==> src/rtl/calc_port_responder.sv <==
// calc_port_responder: DUV side of one calc1 request port.
// Takes a two-cycle request (command with operand1, then operand2), executes
// add / subtract / shift, and returns one response beat LATENCY edges after
// operand2 is sampled. Commands that arrive while a request is in flight are
// dropped and counted in a saturating counter.
// Build option: define CALC_SHIFT_EN to enable shl/shr (cmds 5/6); without it
// those commands answer as invalid and no shifter is built.
//
// state      | meaning
// -----------+-------------------------------------------------------------
// ST_IDLE    | waiting for a non-zero command; latches cmd and operand1
// ST_OPND2   | samples operand2, loads latency counter; cmd input ignored
// ST_EXEC    | counting down; responds and returns to idle at terminal count
module calc_port_responder #(
   parameter int DATA_W     = 32,
   parameter int LATENCY    = 2,
   parameter int DROP_CNT_W = 8
) (
   input  logic                  c_clk,
   input  logic                  reset_n,
   input  logic [0:3]            req_cmd_in,
   input  logic [0:DATA_W-1]     req_data_in,
   output logic [0:1]            out_resp,
   output logic [0:DATA_W-1]     out_data,
   output logic                  busy,
   output logic [0:DROP_CNT_W-1] drop_cnt
);

   localparam int CNT_W = 4;

   localparam logic [3:0] CMD_ADD = 4'd1;
   localparam logic [3:0] CMD_SUB = 4'd2;
   localparam logic [3:0] CMD_SHL = 4'd5;
   localparam logic [3:0] CMD_SHR = 4'd6;

   localparam logic [1:0] RESP_NONE = 2'd0;
   localparam logic [1:0] RESP_OK   = 2'd1;
   localparam logic [1:0] RESP_ERR  = 2'd2;

   typedef enum logic [1:0] {
      ST_IDLE,
      ST_OPND2,
      ST_EXEC
   } state_t;

   state_t               state;
   logic [3:0]           cmd_q;
   logic [0:DATA_W-1]    op1_q;
   logic [0:DATA_W-1]    op2_q;
   logic [CNT_W-1:0]     cnt_q;

   logic [DATA_W:0]      sum_ext;
   logic [1:0]           res_resp;
   logic [0:DATA_W-1]    res_data;
`ifdef CALC_SHIFT_EN
   logic [4:0]           shamt;
`endif

   // Result of the latched request, consumed only at the response edge.
   always_comb begin
      res_resp = RESP_ERR;
      res_data = '0;
      sum_ext  = {1'b0, op1_q} + {1'b0, op2_q};
`ifdef CALC_SHIFT_EN
      shamt    = op2_q[DATA_W-5:DATA_W-1];
`endif
      case (cmd_q)
         CMD_ADD: begin
            if (!sum_ext[DATA_W]) begin
               res_resp = RESP_OK;
               res_data = sum_ext[DATA_W-1:0];
            end
         end
         CMD_SUB: begin
            if (op2_q <= op1_q) begin
               res_resp = RESP_OK;
               res_data = op1_q - op2_q;
            end
         end
`ifdef CALC_SHIFT_EN
         CMD_SHL: begin
            res_resp = RESP_OK;
            res_data = op1_q << shamt;
         end
         CMD_SHR: begin
            res_resp = RESP_OK;
            res_data = op1_q >> shamt;
         end
`endif
         default: begin
            res_resp = RESP_ERR;
            res_data = '0;
         end
      endcase
   end

   // Request sequencer: latches operands, times the latency, registers the response.
   always_ff @(posedge c_clk or negedge reset_n) begin
      if (!reset_n) begin
         state    <= ST_IDLE;
         cmd_q    <= '0;
         op1_q    <= '0;
         op2_q    <= '0;
         cnt_q    <= '0;
         out_resp <= RESP_NONE;
         out_data <= '0;
         busy     <= 1'b0;
         drop_cnt <= '0;
      end else begin
         // response is a single-cycle pulse
         out_resp <= RESP_NONE;
         out_data <= '0;
         case (state)
            ST_IDLE: begin
               if (req_cmd_in != 4'd0) begin
                  cmd_q <= req_cmd_in;
                  op1_q <= req_data_in;
                  busy  <= 1'b1;
                  state <= ST_OPND2;
               end
            end
            ST_OPND2: begin
               op2_q <= req_data_in;
               cnt_q <= CNT_W'(LATENCY - 1);
               state <= ST_EXEC;
            end
            ST_EXEC: begin
               if ((req_cmd_in != 4'd0) && (drop_cnt != '1))
                  drop_cnt <= drop_cnt + DROP_CNT_W'(1);
               if (cnt_q == '0) begin
                  out_resp <= res_resp;
                  out_data <= res_data;
                  busy     <= 1'b0;
                  state    <= ST_IDLE;
               end else begin
                  cnt_q <= cnt_q - CNT_W'(1);
               end
            end
            default: state <= ST_IDLE;
         endcase
      end
   end

endmodule

==> config.mk <==
export PLATFORM = sky130hd
export DESIGN_NAME = calc_port_responder
export DESIGN_NICKNAME = d
export VERILOG_FILES = /design/src/rtl/calc_port_responder.sv
export SDC_FILE = /design/constraint.sdc
export NUM_CORES = 1
export LEC_CHECK = 0
export BUFFER_PORTS_ARGS = -buffer_cell sky130_fd_sc_hd__buf_2
export CORE_AREA = 3 3 126 128
export CTS_BUF_LIST = sky130_fd_sc_hd__clkbuf_4 sky130_fd_sc_hd__clkbuf_8 sky130_fd_sc_hd__clkbuf_16
export CTS_CLUSTER_SIZE = 20
export DETAILED_ROUTE_END_ITERATION = 6
export DIE_AREA = 0 0 129 131
export GPL_ROUTABILITY_DRIVEN = 0
export PLACE_DENSITY = 0.73
export SYNTH_ARGS = -nofsm -noshare
export SYNTH_HDL_FRONTEND = slang
export SYNTH_SLANG_ARGS = --single-unit
==> constraint.sdc <==
create_clock -name c_clk -period 3.9 [get_ports c_clk]
set_input_delay 0.78 -clock c_clk [delete_from_list [all_inputs] [get_ports c_clk]]
set_output_delay 0.78 -clock c_clk [all_outputs]
set_load 0.02 [all_outputs]
==> summary.txt <==
Run status
  • Status: finished, final reports clean

Timing
  • Slew at the pin closest to its max-slew limit: 0.655 ns
  • Slew Limit Headroom: 0.562
  • Finish-stage setup viols: 0
  • Final worst path period need: 3.45 ns
  • F_max: 290 MHz
  • Hold Vio Cnt, Final: 0
  • Worst setup skew after layout: 0.0109 ns
  • Final max-slew violation count: 0
  • Share of the cycle needed by the critical path after routing: 0.885
  • Setup TNS after final layout: 0 ns
  • RSZ-0062 raised after global routing: false

Die
  • Die Footprint: 0.0169 mm²
  • Chip Width: 129 µm
  • Top-level I/O count: between 80 and 90
  • Initial cell density of the core: 0.529
  • Die Span Y: 131 µm
  • Number of standard-cell rows in the floorplan: 45
  • Core Footprint: around 0.015 mm²

Clock tree
  • Number of buffers inserted during clock tree synthesis: 17
  • Clock sinks: 117
  • CTS H-Tree Depth: 4
  • CTS clk-pin slew, worst paths: 0.06 ns
  • Number of resized instances in the post-cts repair step: 0
  • Number of buffers inserted to repair setup after CTS: 0
  • Maximum clock path buffer count: 2
  • Latest clock arrival within the worst-skew pair: ~0.43 ns
  • TritonCTS clock tree: yes
  • Number of buffers added to fix hold violations after cts: 0
  • Clock root buffer master: sky130_fd_sc_hd__clkbuf_16

Critical path
  • Critical Path Stages: 11
  • Critical Setup Path Class: flip-flop to flip-flop
  • Cells along the critical path: ha_1 -> inv_1 -> a21oi_1 -> a21oi_1 -> o21a_1 -> o311a_4 -> o21a_1 -> nor3_4 -> buf_4 -> a221oi_1 -> a31oi_1
  • Number of buffer and inverter stages on the critical path: 2
  • Launch point of the worst reg-to-reg path: op1_q[18]
  • Largest stage delay, worst path: 0.53 ns
  • Max Fanout on Critical Path: 19
  • Data required time of the critical path: 4.24 ns
  • Critical path capture point type: flip-flop
  • Critical-path cell with the highest stage delay: sky130_fd_sc_hd__ha_1
  • Timing startpoint of the critical path: op1_q[18]
  • Worst-case reg-to-reg path depth: 11
  • Data arrival time of the worst path: approximately 3.8 ns
  • Setup crit start kind: flip-flop
  • Register-to-Register Setup Slack: 0.45 ns
  • Cell family with most CP delay: compound AO/OA/AOI/OAI gates

Synth
  • Distinct cells, synth: 75
  • Post-synthesis sequential area ratio: 0.370
  • Number of flip-flops and latches in the synthesized netlist: 117
  • Syn Nets: approximately 1100
  • Synthesized area per cell: around 8.3 µm²
  • Most used flip-flop cell after synthesis: sky130_fd_sc_hd__dfrtp_1
  • Async set-reset flop share out of synthesis: 1.00
  • Count of yosys warnings during synthesis: 0
  • Post-synthesis cell count: 954
  • Number of flops mapped to enable cells by yosys: 0
  • Cell area after synthesis: between 0.007 and 0.008 mm²

Routing
  • Met2 layer wire length in the routed design: 9970 µm
  • Post-route DRC violation count: 0
  • 1st-iter DRT viols: 670
  • Routed wirelength normalized by instance count: around 17 µm
  • Met3 layer wire length in the routed design: approximately 1400 µm
  • Post-Route WL: 21400 µm
  • Detailed-route via count: 7345
  • Post-route met1 wirelength: around 9400 µm
  • Drt pass-1 iters: 7
  • Via count normalized by instance count: 6.01
  • Number of nets with antenna violations after detailed routing: 0
  • Highest routed metal layer: met4

Placement
  • IO buf count: 80
  • Cells after DPL: 1191
  • Post-DP HPWL: 15700 µm

GRT
  • Number of global-route vias before repair: 6951
  • Pin count of the biggest net entering global routing: 61
  • Remaining Overflow, GRT: 0
  • Number of antenna violations at the first check in global routing: 0
  • Overall fraction of global-route tracks in use: 0.262
  • Wire length of the first global-routing pass: 35100 µm

Finish
  • FILL cells: 1362
  • Post-route insts no fill: approximately 1200
  • Multi-input gate area in the final layout: 0.00452 mm²
  • Antenna diode count: 0
  • Count of nets after finishing: 1129
  • Footprint of the flip-flops and latches: 0.00293 mm²
  • Signed area change from the synthesized netlist to the final layout: 14.6%
  • Share of cells above drive strength 1: 0.152

Hold path
  • Hold crit path type: input pin to async pin

Run
  • Max capacitance violation total: 0
[metal layers]
layer,vias to the layer above,global-route usage
met4,0,0.112
met1,3483,0.352
met3,46,0.0541
li1,3507,-
met5,-,0
met2,309,0.412
[state kept, by name, indices dropped and copies added (netlist names)]
name / cells
busy: 1
cmd_q: 4
cnt_q: 4
drop_cnt: 8
op1_q: 32
op2_q: 32
out_data: 32
out_resp: 2
state: 2
[cells in the final DEF (no fill, tap or decap), types with 8 or more instances in the layout]
cell type                   instances
sky130_fd_sc_hd__o31ai_1           11
sky130_fd_sc_hd__o21ai_0           63
sky130_fd_sc_hd__a21o_1            13
sky130_fd_sc_hd__nand2b_1           8
sky130_fd_sc_hd__a2bb2oi_1         13
sky130_fd_sc_hd__clkbuf_16         17
sky130_fd_sc_hd__nand3_1           11
sky130_fd_sc_hd__nor4_1            12
sky130_fd_sc_hd__buf_4             18
sky130_fd_sc_hd__buf_2             79
sky130_fd_sc_hd__and3_1             9
sky130_fd_sc_hd__nor2_1            63
sky130_fd_sc_hd__o21bai_1          11
sky130_fd_sc_hd__nand4_1           18
sky130_fd_sc_hd__o22a_1             8
sky130_fd_sc_hd__a21oi_1           77
sky130_fd_sc_hd__nor3_1            13
sky130_fd_sc_hd__a31oi_1            8
sky130_fd_sc_hd__dfrtp_1          117
sky130_fd_sc_hd__nand2_1          182
sky130_fd_sc_hd__inv_1             67
sky130_fd_sc_hd__ha_1              67
sky130_fd_sc_hd__o21a_1             8
sky130_fd_sc_hd__a221oi_1          15
[cells in the mapped netlist, types with 9 or more instances]
cell type	count	area (µm²)
sky130_fd_sc_hd__a221oi_1	15	131
sky130_fd_sc_hd__and3_1	9	56.3
sky130_fd_sc_hd__a21oi_1	77	385
sky130_fd_sc_hd__nor4_1	12	75.1
sky130_fd_sc_hd__o21ai_0	63	315
sky130_fd_sc_hd__nor3_1	13	65.1
sky130_fd_sc_hd__nor2_1	63	236
sky130_fd_sc_hd__nand2_1	182	683
sky130_fd_sc_hd__dfrtp_1	117	2930
sky130_fd_sc_hd__nand4_1	18	113
sky130_fd_sc_hd__o21bai_1	11	82.6
sky130_fd_sc_hd__nand3_1	11	55.1
sky130_fd_sc_hd__buf_2	13	65.1
sky130_fd_sc_hd__o31ai_1	11	82.6
sky130_fd_sc_hd__inv_1	67	251
sky130_fd_sc_hd__a2bb2oi_1	13	114
sky130_fd_sc_hd__a21o_1	13	97.6
sky130_fd_sc_hd__ha_1	67	838
sky130_fd_sc_hd__clkbuf_1	31	116
[cell type report]
| type | count | area share |
|---|---|---|
| flip-flops and latches | 117 | 0.323 |
| clock inverters | 15 | 0.0161 |
| inverters | 71 | 0.0294 |
| well taps | 188 | 0.0259 |
| multi-input cells | 717 | 0.498 |
| clock buffers | 17 | 0.0469 |
| repair buffers | 98 | 0.0607 |
[cell families after synthesis]
| group | count (synthesis) | synth area share |
|---|---|---|
| AO/OA/AOI/OAI | 290 | 0.249 |
| XOR/XNOR | 9 | 0.00995 |
| adder cells (fa/ha/maj) | 69 | 0.111 |
| buffers and inverters | 120 | 0.0613 |
| flip-flops | 117 | 0.370 |
| multiplexers | 3 | 0.00395 |
| AND/OR/NAND/NOR | 346 | 0.196 |
[worst register-to-register path: stages, from the launching register on]
cell	delay, ns
sky130_fd_sc_hd__dfrtp_1	0.40
sky130_fd_sc_hd__ha_1	0.53
sky130_fd_sc_hd__inv_1	0.14
sky130_fd_sc_hd__a21oi_1	0.28
sky130_fd_sc_hd__a21oi_1	0.11
sky130_fd_sc_hd__o21a_1	0.20
sky130_fd_sc_hd__o311a_4	0.40
sky130_fd_sc_hd__o21a_1	0.21
sky130_fd_sc_hd__nor3_4	0.43
sky130_fd_sc_hd__buf_4	0.36
sky130_fd_sc_hd__a221oi_1	0.14
sky130_fd_sc_hd__a31oi_1	0.17
[final timing paths]
path                           endpoint
max                        out_data[20]
min in group c_clk                 busy
min                        out_data[13]
min reg2reg                        busy
max reg2reg                out_data[20]
max in group asynchronous      op1_q[0]
[stage by stage]
stage	hold slack (ns)	setup WS (ns)	instance area, µm²	utilization
final	0.242	0.450	9080	0.606
after global routing	0.244	0.242	9080	0.606
after global placement	0.461	0.575	8500	0.568
after detailed placement	0.464	0.521	8500	0.568
after CTS	0.239	0.536	9080	0.606
after floorplan	0.473	1.06	7920	-
Power is left out: the tool's default activity adds up to more than one toggle a clock period on the data nets, which glitch-free logic cannot reach.
